## config.mk

```make
export PLATFORM = sky130hd
export DESIGN_NAME = player_datapath
export DESIGN_NICKNAME = d
export VERILOG_FILES = /design/src/rtl/player_datapath.sv
export SDC_FILE = /design/constraint.sdc
export NUM_CORES = 1
export LEC_CHECK = 0
export CORE_MARGIN = 1
export CORE_UTILIZATION = 57
export DETAILED_ROUTE_END_ITERATION = 6
export PLACE_DENSITY_LB_ADDON = 0.12
export RECOVER_POWER = 50
export SETUP_SLACK_MARGIN = 0.02
export SLEW_MARGIN = 20
export SYNTH_ARGS = -nofsm -noshare
export SYNTH_HDL_FRONTEND = slang
export SYNTH_SLANG_ARGS = --single-unit
```

## constraint.sdc

```tcl
create_clock -name clock -period 2.3 [get_ports clock]
set_input_delay 0.46 -clock clock [delete_from_list [all_inputs] [get_ports clock]]
set_output_delay 0.46 -clock clock [all_outputs]
set_load 0.005 [all_outputs]
```

## src/rtl/player_datapath.sv

```systemverilog
// -----------------------------------------------------------------------------
// player_datapath
//
// Sprite animation datapath sitting behind the game control FSM. Once told to
// draw, it paints a SIZE x SIZE player sprite, waits one frame, erases it with
// the background colour, steps it right (and up/down under button control),
// and repeats until the sprite reaches END_X or a collision is reported. It
// then parks in DONE with finish held high until reset.
//
// Ports:
//   clock        in   system clock, all state on rising edge
//   resetn       in   asynchronous active-low reset
//   ld_x         in   load x_in into the position register (IDLE only)
//   ld_y         in   load y_in into the position register (IDLE only)
//   ld_colour    in   load colour_in into the colour register (IDLE only)
//   draw         in   start pulse, honoured in IDLE only
//   x_in[7:0]    in   start x
//   y_in[6:0]    in   start y
//   colour_in    in   sprite colour
//   move_up      in   level, move sprite up at next MOVE
//   move_down    in   level, move sprite down at next MOVE
//   hit          in   level from collision detector, sampled in MOVE
//   x_out[7:0]   out  pixel x to VGA adapter
//   y_out[6:0]   out  pixel y to VGA adapter
//   colour_out   out  pixel colour
//   plot         out  pixel write strobe
//   finish       out  sticky end-of-run flag
//
// Control handshake: draw is a single-cycle request that is only accepted in
// IDLE; there is no ready signal, requests in any other state are dropped.
// plot is a write strobe with no back-pressure: every cycle it is high, the
// VGA adapter must take (x_out, y_out, colour_out). finish is sticky and
// remains high until resetn is asserted.
// -----------------------------------------------------------------------------
module player_datapath #(
   parameter int unsigned SIZE_LOG2   = 2,
   parameter int unsigned STEP        = 1,
   parameter int unsigned END_X       = 156,
   parameter int unsigned MAX_Y       = 116,
   parameter int unsigned FRAME_TICKS = 833333,
   parameter logic [2:0]  BG_COLOUR   = 3'b000
) (
   input  logic       clock,
   input  logic       resetn,
   input  logic       ld_x,
   input  logic       ld_y,
   input  logic       ld_colour,
   input  logic       draw,
   input  logic [7:0] x_in,
   input  logic [6:0] y_in,
   input  logic [2:0] colour_in,
   input  logic       move_up,
   input  logic       move_down,
   input  logic       hit,
   output logic [7:0] x_out,
   output logic [6:0] y_out,
   output logic [2:0] colour_out,
   output logic       plot,
   output logic       finish
);

   localparam int unsigned CW = 2 * SIZE_LOG2;
   localparam int unsigned FW = (FRAME_TICKS > 1) ? $clog2(FRAME_TICKS) : 1;
   localparam logic [CW-1:0] CNT_LAST   = '1;
   localparam logic [FW-1:0] FRAME_LAST = FW'(FRAME_TICKS - 1);

   typedef enum logic [2:0] {
      S_IDLE  = 3'd0,
      S_DRAW  = 3'd1,
      S_WAIT  = 3'd2,
      S_ERASE = 3'd3,
      S_MOVE  = 3'd4,
      S_DONE  = 3'd5
   } state_t;

   state_t          state_q;
   logic [7:0]      x_q;
   logic [6:0]      y_q;
   logic [2:0]      colour_q;
   logic [CW-1:0]   cnt_q;
   logic [FW-1:0]   frame_q;
   logic            pending_q;

   logic [7:0]      x_out_q;
   logic [6:0]      y_out_q;
   logic [2:0]      colour_out_q;
   logic            plot_q;
   logic            finish_q;

   // Next position computed for the MOVE state.
   logic [8:0]      x_sum;
   logic [7:0]      y_sum;
   logic [7:0]      x_move_d;
   logic [6:0]      y_move_d;
   logic            x_end_d;

   // Pixel offset inside the sprite: low bits walk x fastest (raster order).
   logic [7:0]      px;
   logic [6:0]      py;

   assign px = x_q + 8'(cnt_q[SIZE_LOG2-1:0]);
   assign py = y_q + 7'(cnt_q[CW-1:SIZE_LOG2]);

   always_comb begin
      // Nine-bit sum so that a step near the right edge cannot wrap.
      x_sum    = {1'b0, x_q} + 9'(STEP);
      y_sum    = {1'b0, y_q} + 8'(STEP);
      x_end_d  = (x_sum >= 9'(END_X));
      x_move_d = x_end_d ? 8'(END_X) : x_sum[7:0];
      y_move_d = y_q;
      if (move_up && !move_down) begin
         y_move_d = (y_q >= 7'(STEP)) ? (y_q - 7'(STEP)) : 7'd0;
      end else if (move_down && !move_up) begin
         y_move_d = (y_sum > 8'(MAX_Y)) ? 7'(MAX_Y) : y_sum[6:0];
      end
   end

   always_ff @(posedge clock or negedge resetn) begin
      if (!resetn) begin
         state_q      <= S_IDLE;
         x_q          <= '0;
         y_q          <= '0;
         colour_q     <= '0;
         cnt_q        <= '0;
         frame_q      <= '0;
         pending_q    <= 1'b0;
         x_out_q      <= '0;
         y_out_q      <= '0;
         colour_out_q <= '0;
         plot_q       <= 1'b0;
         finish_q     <= 1'b0;
      end else begin
         // Outputs follow the state/counter of the current cycle, so they
         // trail the FSM by exactly one clock.
         plot_q   <= (state_q == S_DRAW) || (state_q == S_ERASE);
         finish_q <= (state_q == S_DONE);
         if ((state_q == S_DRAW) || (state_q == S_ERASE)) begin
            x_out_q      <= px;
            y_out_q      <= py;
            colour_out_q <= (state_q == S_DRAW) ? colour_q : BG_COLOUR;
         end

         case (state_q)
            S_IDLE: begin
               if (ld_x)      x_q      <= x_in;
               if (ld_y)      y_q      <= y_in;
               if (ld_colour) colour_q <= colour_in;
               if (draw) begin
                  cnt_q   <= '0;
                  state_q <= S_DRAW;
               end
            end
            S_DRAW: begin
               if (cnt_q == CNT_LAST) begin
                  cnt_q   <= '0;
                  frame_q <= '0;
                  state_q <= pending_q ? S_DONE : S_WAIT;
               end else begin
                  cnt_q <= cnt_q + CW'(1);
               end
            end
            S_WAIT: begin
               if (frame_q == FRAME_LAST) begin
                  frame_q <= '0;
                  cnt_q   <= '0;
                  state_q <= S_ERASE;
               end else begin
                  frame_q <= frame_q + FW'(1);
               end
            end
            S_ERASE: begin
               if (cnt_q == CNT_LAST) begin
                  cnt_q   <= '0;
                  state_q <= S_MOVE;
               end else begin
                  cnt_q <= cnt_q + CW'(1);
               end
            end
            S_MOVE: begin
               x_q <= x_move_d;
               y_q <= y_move_d;
               // Finishing still goes through one more DRAW so the final
               // position is visible on screen.
               if (x_end_d || hit) pending_q <= 1'b1;
               cnt_q   <= '0;
               state_q <= S_DRAW;
            end
            S_DONE: begin
               state_q <= S_DONE;
            end
            default: begin
               state_q <= S_IDLE;
            end
         endcase
      end
   end

   assign x_out      = x_out_q;
   assign y_out      = y_out_q;
   assign colour_out = colour_out_q;
   assign plot       = plot_q;
   assign finish     = finish_q;

endmodule
```

Yosys cells after proc, flatten, opt, wreduce, memory -nomap -nowiden
Index checks and enable logic that the tools add are counted.
- magnitude comparators: 3
- eq/ne operators: 14
- $add $sub $neg: 7
- reductions and logical operators: 18
- muxes and demuxes: 23
- operators with widths (cell ; count):
    two-way mux 20 bit ; 2
    case mux 20 bit (2 select lines) ; 1
    two-way mux 7 bit ; 5
    adder 20 x 1 -> 20 bit (second input constant) ; 1
    equality test 20 bit (second input constant) ; 1
    two-way mux 3 bit ; 6
    case mux 3 bit (6 select lines) ; 1
    two-way mux 8 bit ; 2
    case mux 4 bit (4 select lines) ; 1
    case mux 8 bit (2 select lines) ; 1
    case mux 7 bit (2 select lines) ; 1
    two-way mux 4 bit ; 3
    adder 8 x 1 -> 9 bit (second input constant) ; 1
    >= comparator 9 x 8 -> 1 bit (second input constant) ; 1
    adder 7 x 1 -> 8 bit (second input constant) ; 1
    adder 8 x 2 -> 8 bit ; 1
    > comparator 8 x 7 -> 1 bit (second input constant) ; 1
    != test 2 bit (second input constant) ; 4
    AND reduction 2 bit ; 4
    adder 7 x 2 -> 7 bit ; 1
    >= comparator 7 x 1 -> 1 bit (second input constant) ; 1
    subtractor 7 x 1 -> 7 bit (second input constant) ; 1
    equality test 3 x 2 -> 1 bit (second input constant) ; 2
    equality test 3 bit (second input constant) ; 2
    14 further kinds ; 20
- output and inout bits: 20
- register bits: 66
- input bits: 27

Depth between registers and ports, before layout
- depth in word-level cells: 6
- mapped depth: 8
- depth with buffers taken out: 7

Least setup slack after synthesis
OpenSTA, ideal clock, no wires.
- kind: input to register
- start: input move_down
- end: register y_q[6]
- data arrival time: 1946 ps
- path buffers: 0
- cell stages on the path: 7
- required time: 2174 ps
- slack: 228 ps
- cell sequence: inv_1 ha_1 or4b_4 nor3b_2 mux2i_1 nor3_1 a221o_1
- longest elaborated chain between the ends: 4
- elaborated cells on any way between the ends: 7
- ends and longest elaborated chain (item ; RTL line ; source):
    from (decl) ; 53 ; input logic move_down,
    logical NOT 1 bit ; 111 ; if (move_up && !move_down) begin
    logical AND 1 bit ; 111 ;
    != test 3 bit (no line) / two-way mux 7 bit (equally long branches) ; -- ;
    AND reduction 3 bit (no line) / case mux 7 bit (2 select lines) (equally long branches) ; -- ;
    to (signal assigned) ; 146 ; if (ld_y) y_q <= y_in;
    to (signal assigned) ; 181 ; y_q <= y_move_d;
    to (decl) ; 78 ; logic [6:0] y_q;
Parallel ways exist; a longest one is shown, timed or not.
A chain may end at the register's enable or synchronous reset.

Final worst setup path
- start: input move_up
- end: register y_q[6]
- longest elaborated chain between the ends: 4
- elaborated cells on any way between the ends: 7
- ends and longest elaborated chain (item ; RTL line ; source):
    from (decl) ; 52 ; input logic move_up,
    logical NOT 1 bit ; 113 ; end else if (move_down && !move_up) begin
    logical AND 1 bit ; 113 ;
    != test 3 bit (no line) ; -- ;
    AND reduction 3 bit (no line) ; -- ;
Parallel ways exist; a longest one is shown, timed or not.

==> impl_metrics.csv <==
group,metric,value,unit
cells_and_area,fillCellCount,532,
detailed_routing,drc,0,
pwr,power,2.31,mW
worst_setup_path,cp_data_arrival_time,2.44,ns
clock_network,clock-sinks,66,
timing,post-route-period-util,96.1,%
pwr,ir_drop,305,uV
synth,syn_inst,469,
placement,globalplace.congestion,0.992,
clock_network,htreeDepth,3,
clock_network,root_buffer,"clkbuf_8",
clock_network,cts.repair.resized,0,
worst_setup_path,r2r_start,"y_q[1]",
hold_path,hold_class,"in2async",
timing,finalHoldViolations,0,
timing,post-route-min-period,2.21,ns
cells_and_area,fin_cells,629,
clock_network,clk_pin_slew,0.08,ns
timing,finalSetupViolCount,0,
synth,ys_async_sr_fraction,100,%
floorplan,io_pins,47,
cells_and_area,drive_gt1_share,10.9,%
worst_setup_path,crit_buf_inv,1,
detailed_routing,vias,3796,
placement,dp_slack,-0.276,ns
grt,grt_pass1_wl,17.4,mm
worst_setup_path,timing.critical_path.cells,"clkdlybuf4s50_1, ha_1, or4b_4, nor3b_4, mux2i_1, nor3_1, a221o_1",
worst_setup_path,slowest_delay,0.50,ns
worst_setup_path,cp_top_family,"simple AND/OR/NAND/NOR gates",
synth,synth_area_per_cell,8.75,um2
pwr,p_seq_share,52.4,%
pwr,clkPwrFrac,39.1,%
clock_network,clk_path_buf_depth,2,
floorplan,num_rows,30,
placement,placed_cells,613,
pwr,internal-power,1.71,mW
synth,synth_enable_flop_cells,0,
pwr,power_switching,0.601,mW
pwr,p_sw_share,26.0,%
detailed_routing,drtIter0Drc,218,
worst_setup_path,crit_type,"in2reg",
detailed_routing,drtAntennaViolNets,0,
timing,fmax,452,MHz
timing,slew_viol_final,0,
synth,synthFlopType,"dfrtp_1",
floorplan,fp.dieW,86.8,um
synth,mappedNetlistNets,511,
grt,antenna_found_initial,0,
floorplan,initial_core_util,59.7,%
synth,synth_warnings,0,
grt,grt_pass1_vias,3687,
timing,worstMarginPinSlew,1.13,ns
clock_network,ctsHoldBuffers,0,
timing,slew_headroom,24.5,%
worst_setup_path,start_kind,"input port",
synth,yosysSeqAreaShare,40.3,%
cells_and_area,n_antenna_cell,0,
grt,overflow,0,
worst_setup_path,crit_path_top_delay_cell,"or4b_4",
timing,rsz0062_at_grt,"no",
clock_network,cts_setup_buffers,0,
cells_and_area,syn2layout_area_growth,20.4,%
grt,grt_max_degree,47,
placement,dp_hpwl,7.53,mm
run_status,status,"finished, final reports clean",
timing,fin_worst_skew,0.0129,ns
worst_setup_path,end_kind,"register",
pwr,pwr_density_cell,468,nW/um2
worst_setup_path,cp.required,2.53,ns
detailed_routing,drt-pass1-iter-count,4,
worst_setup_path,cp_max_fo,2,
grt,grtUsageTotal,29.8,%
pwr,pwr-share-comb,8.5,%
job,cap_violations,0,
synth,synth.ff_latch_count,66,
clock_network,cts_tree,"done",
timing,setup_slack,0.0892,ns
cells_and_area,layout.nets,570,
floorplan,floorplan.die_area,7540,um2
detailed_routing,avgRoutedWirePerCell,16.6,um
clock_network,numCtsBuffers,9,
placement,io_buffers,46,
pwr,p_leak,2.03,nW
synth,syn_area,4100,um2
clock_network,clk_latency,0.34,ns
floorplan,coreArea,6870,um2
floorplan,fp.dieH,86.8,um
synth,ys_types,64,
worst_setup_path,crit_start,"move_up",
detailed_routing,drt-total-wl,10.4,mm
detailed_routing,vias_per_cell,6.03,
metrics by stage:
stage | TNS (ns) | hold WS [ns] | area (um2) | util (%)
after floorplan | 0 | 0.164 | 4100 | -
after global placement | -0.238 | 0.450 | 4780 | 69.6
after detailed placement | -0.418 | 0.460 | 4780 | 69.6
after CTS | 0 | 0.0874 | 4960 | 72.2
after global routing | 0 | 0.434 | 4940 | 71.9
final | 0 | 0.311 | 4940 | 71.9
cell usage after synthesis (all sizes together) (13+ instances only):
| cell | instances | area, um2 |
|---|---|---|
| clkbuf | 14 | 52.6 |
| a31oi | 22 | 138 |
| ha | 13 | 163 |
| buf | 14 | 83.8 |
| dfrtp | 66 | 1650 |
| nor3 | 14 | 75.1 |
| inv | 16 | 60.1 |
| a21oi | 21 | 109 |
| nand2 | 68 | 255 |
| o21ai | 40 | 200 |
| nand3 | 15 | 75.1 |
| nor2 | 30 | 113 |
registers in the layout, indices dropped and copies added (netlist names):
| register | cells |
|---|---|
| cnt_q | 4 |
| frame_q | 20 |
| x_out | 8 |
| finish | 1 |
| plot | 1 |
| y_q | 7 |
| colour_q | 3 |
| pending_q | 1 |
| state_q | 3 |
| y_out | 7 |
| colour_out | 3 |
| x_q | 8 |
cell families (layout without fill, tap and decap cells):
| kind of cell | Yosys count | count (layout) | synth area share, % |
|---|---|---|---|
| AND/OR/NAND/NOR | 187 | 187 | 23.5 |
| multiplexers | 8 | 8 | 2.04 |
| adder cells (fa/ha/maj) | 15 | 15 | 4.94 |
| buffers and inverters | 45 | 109 | 4.88 |
| flip-flops | 66 | 66 | 40.3 |
| AO/OA/AOI/OAI | 131 | 131 | 20.8 |
| XOR/XNOR | 17 | 17 | 3.63 |
layout make-up:
class / count / area [um2] / share of cell area (%)
Tap cell: 96 / 120 / 2.43
Clock inverter: 6 / 41.3 / 0.836
Timing Repair Buffer: 76 / 668 / 13.5
Inverter: 17 / 63.8 / 1.29
Multi-Input combinational cell: 358 / 2260 / 45.7
Sequential cell: 66 / 1650 / 33.5
Clock buffer: 10 / 138 / 2.79
metal layers:
layer / GRT usage (%) / part of all wire, %
met4: 15.2 / 2.7
met5: 0 / 0
met2: 49.6 / 50
met1: 38.0 / 43
met3: 3.90 / 4.5
power by group through the flow:
stage	sequential (mW)	clock, mW	combinational [mW]
2_1_floorplan	1.22	0	0.0936
3_3_place_gp	1.23	0	0.196
3_5_place_dp	1.23	0	0.199
4_1_cts	1.21	0.926	0.201
5_1_grt	1.21	0.975	0.216
6_report	1.21	0.903	0.196
path summary, 6_finish.rpt:
check	slack, ns	endpoint	depth (start not counted)
max reg2reg	0.16	y_q[4]	7
min	0.31	y_q[5]	1
min in group clock	0.48	colour_out[0]	2
min reg2reg	0.48	colour_out[0]	2
max	0.09	y_q[6]	7
max in group asynchronous	0.60	y_q[1]	2
cells in the final DEF (no fill, tap or decap), types with 7 or more instances in the layout:
cell type	Yosys	final
a21oi_1	20	20
inv_1	16	16
nand2_1	68	68
nand3_1	15	15
ha_1	13	13
nor2b_1	10	10
nor2_1	30	30
and3_1	7	7
nand4_1	8	8
dfrtp_1	66	65
nor3_1	13	13
buf_4	1	26
xnor2_1	11	11
o21ai_0	39	39
clkdlybuf4s50_1	0	45
a31oi_1	22	22
clkbuf_8	0	10
Note: power is estimated with default switching activity, not from simulation.
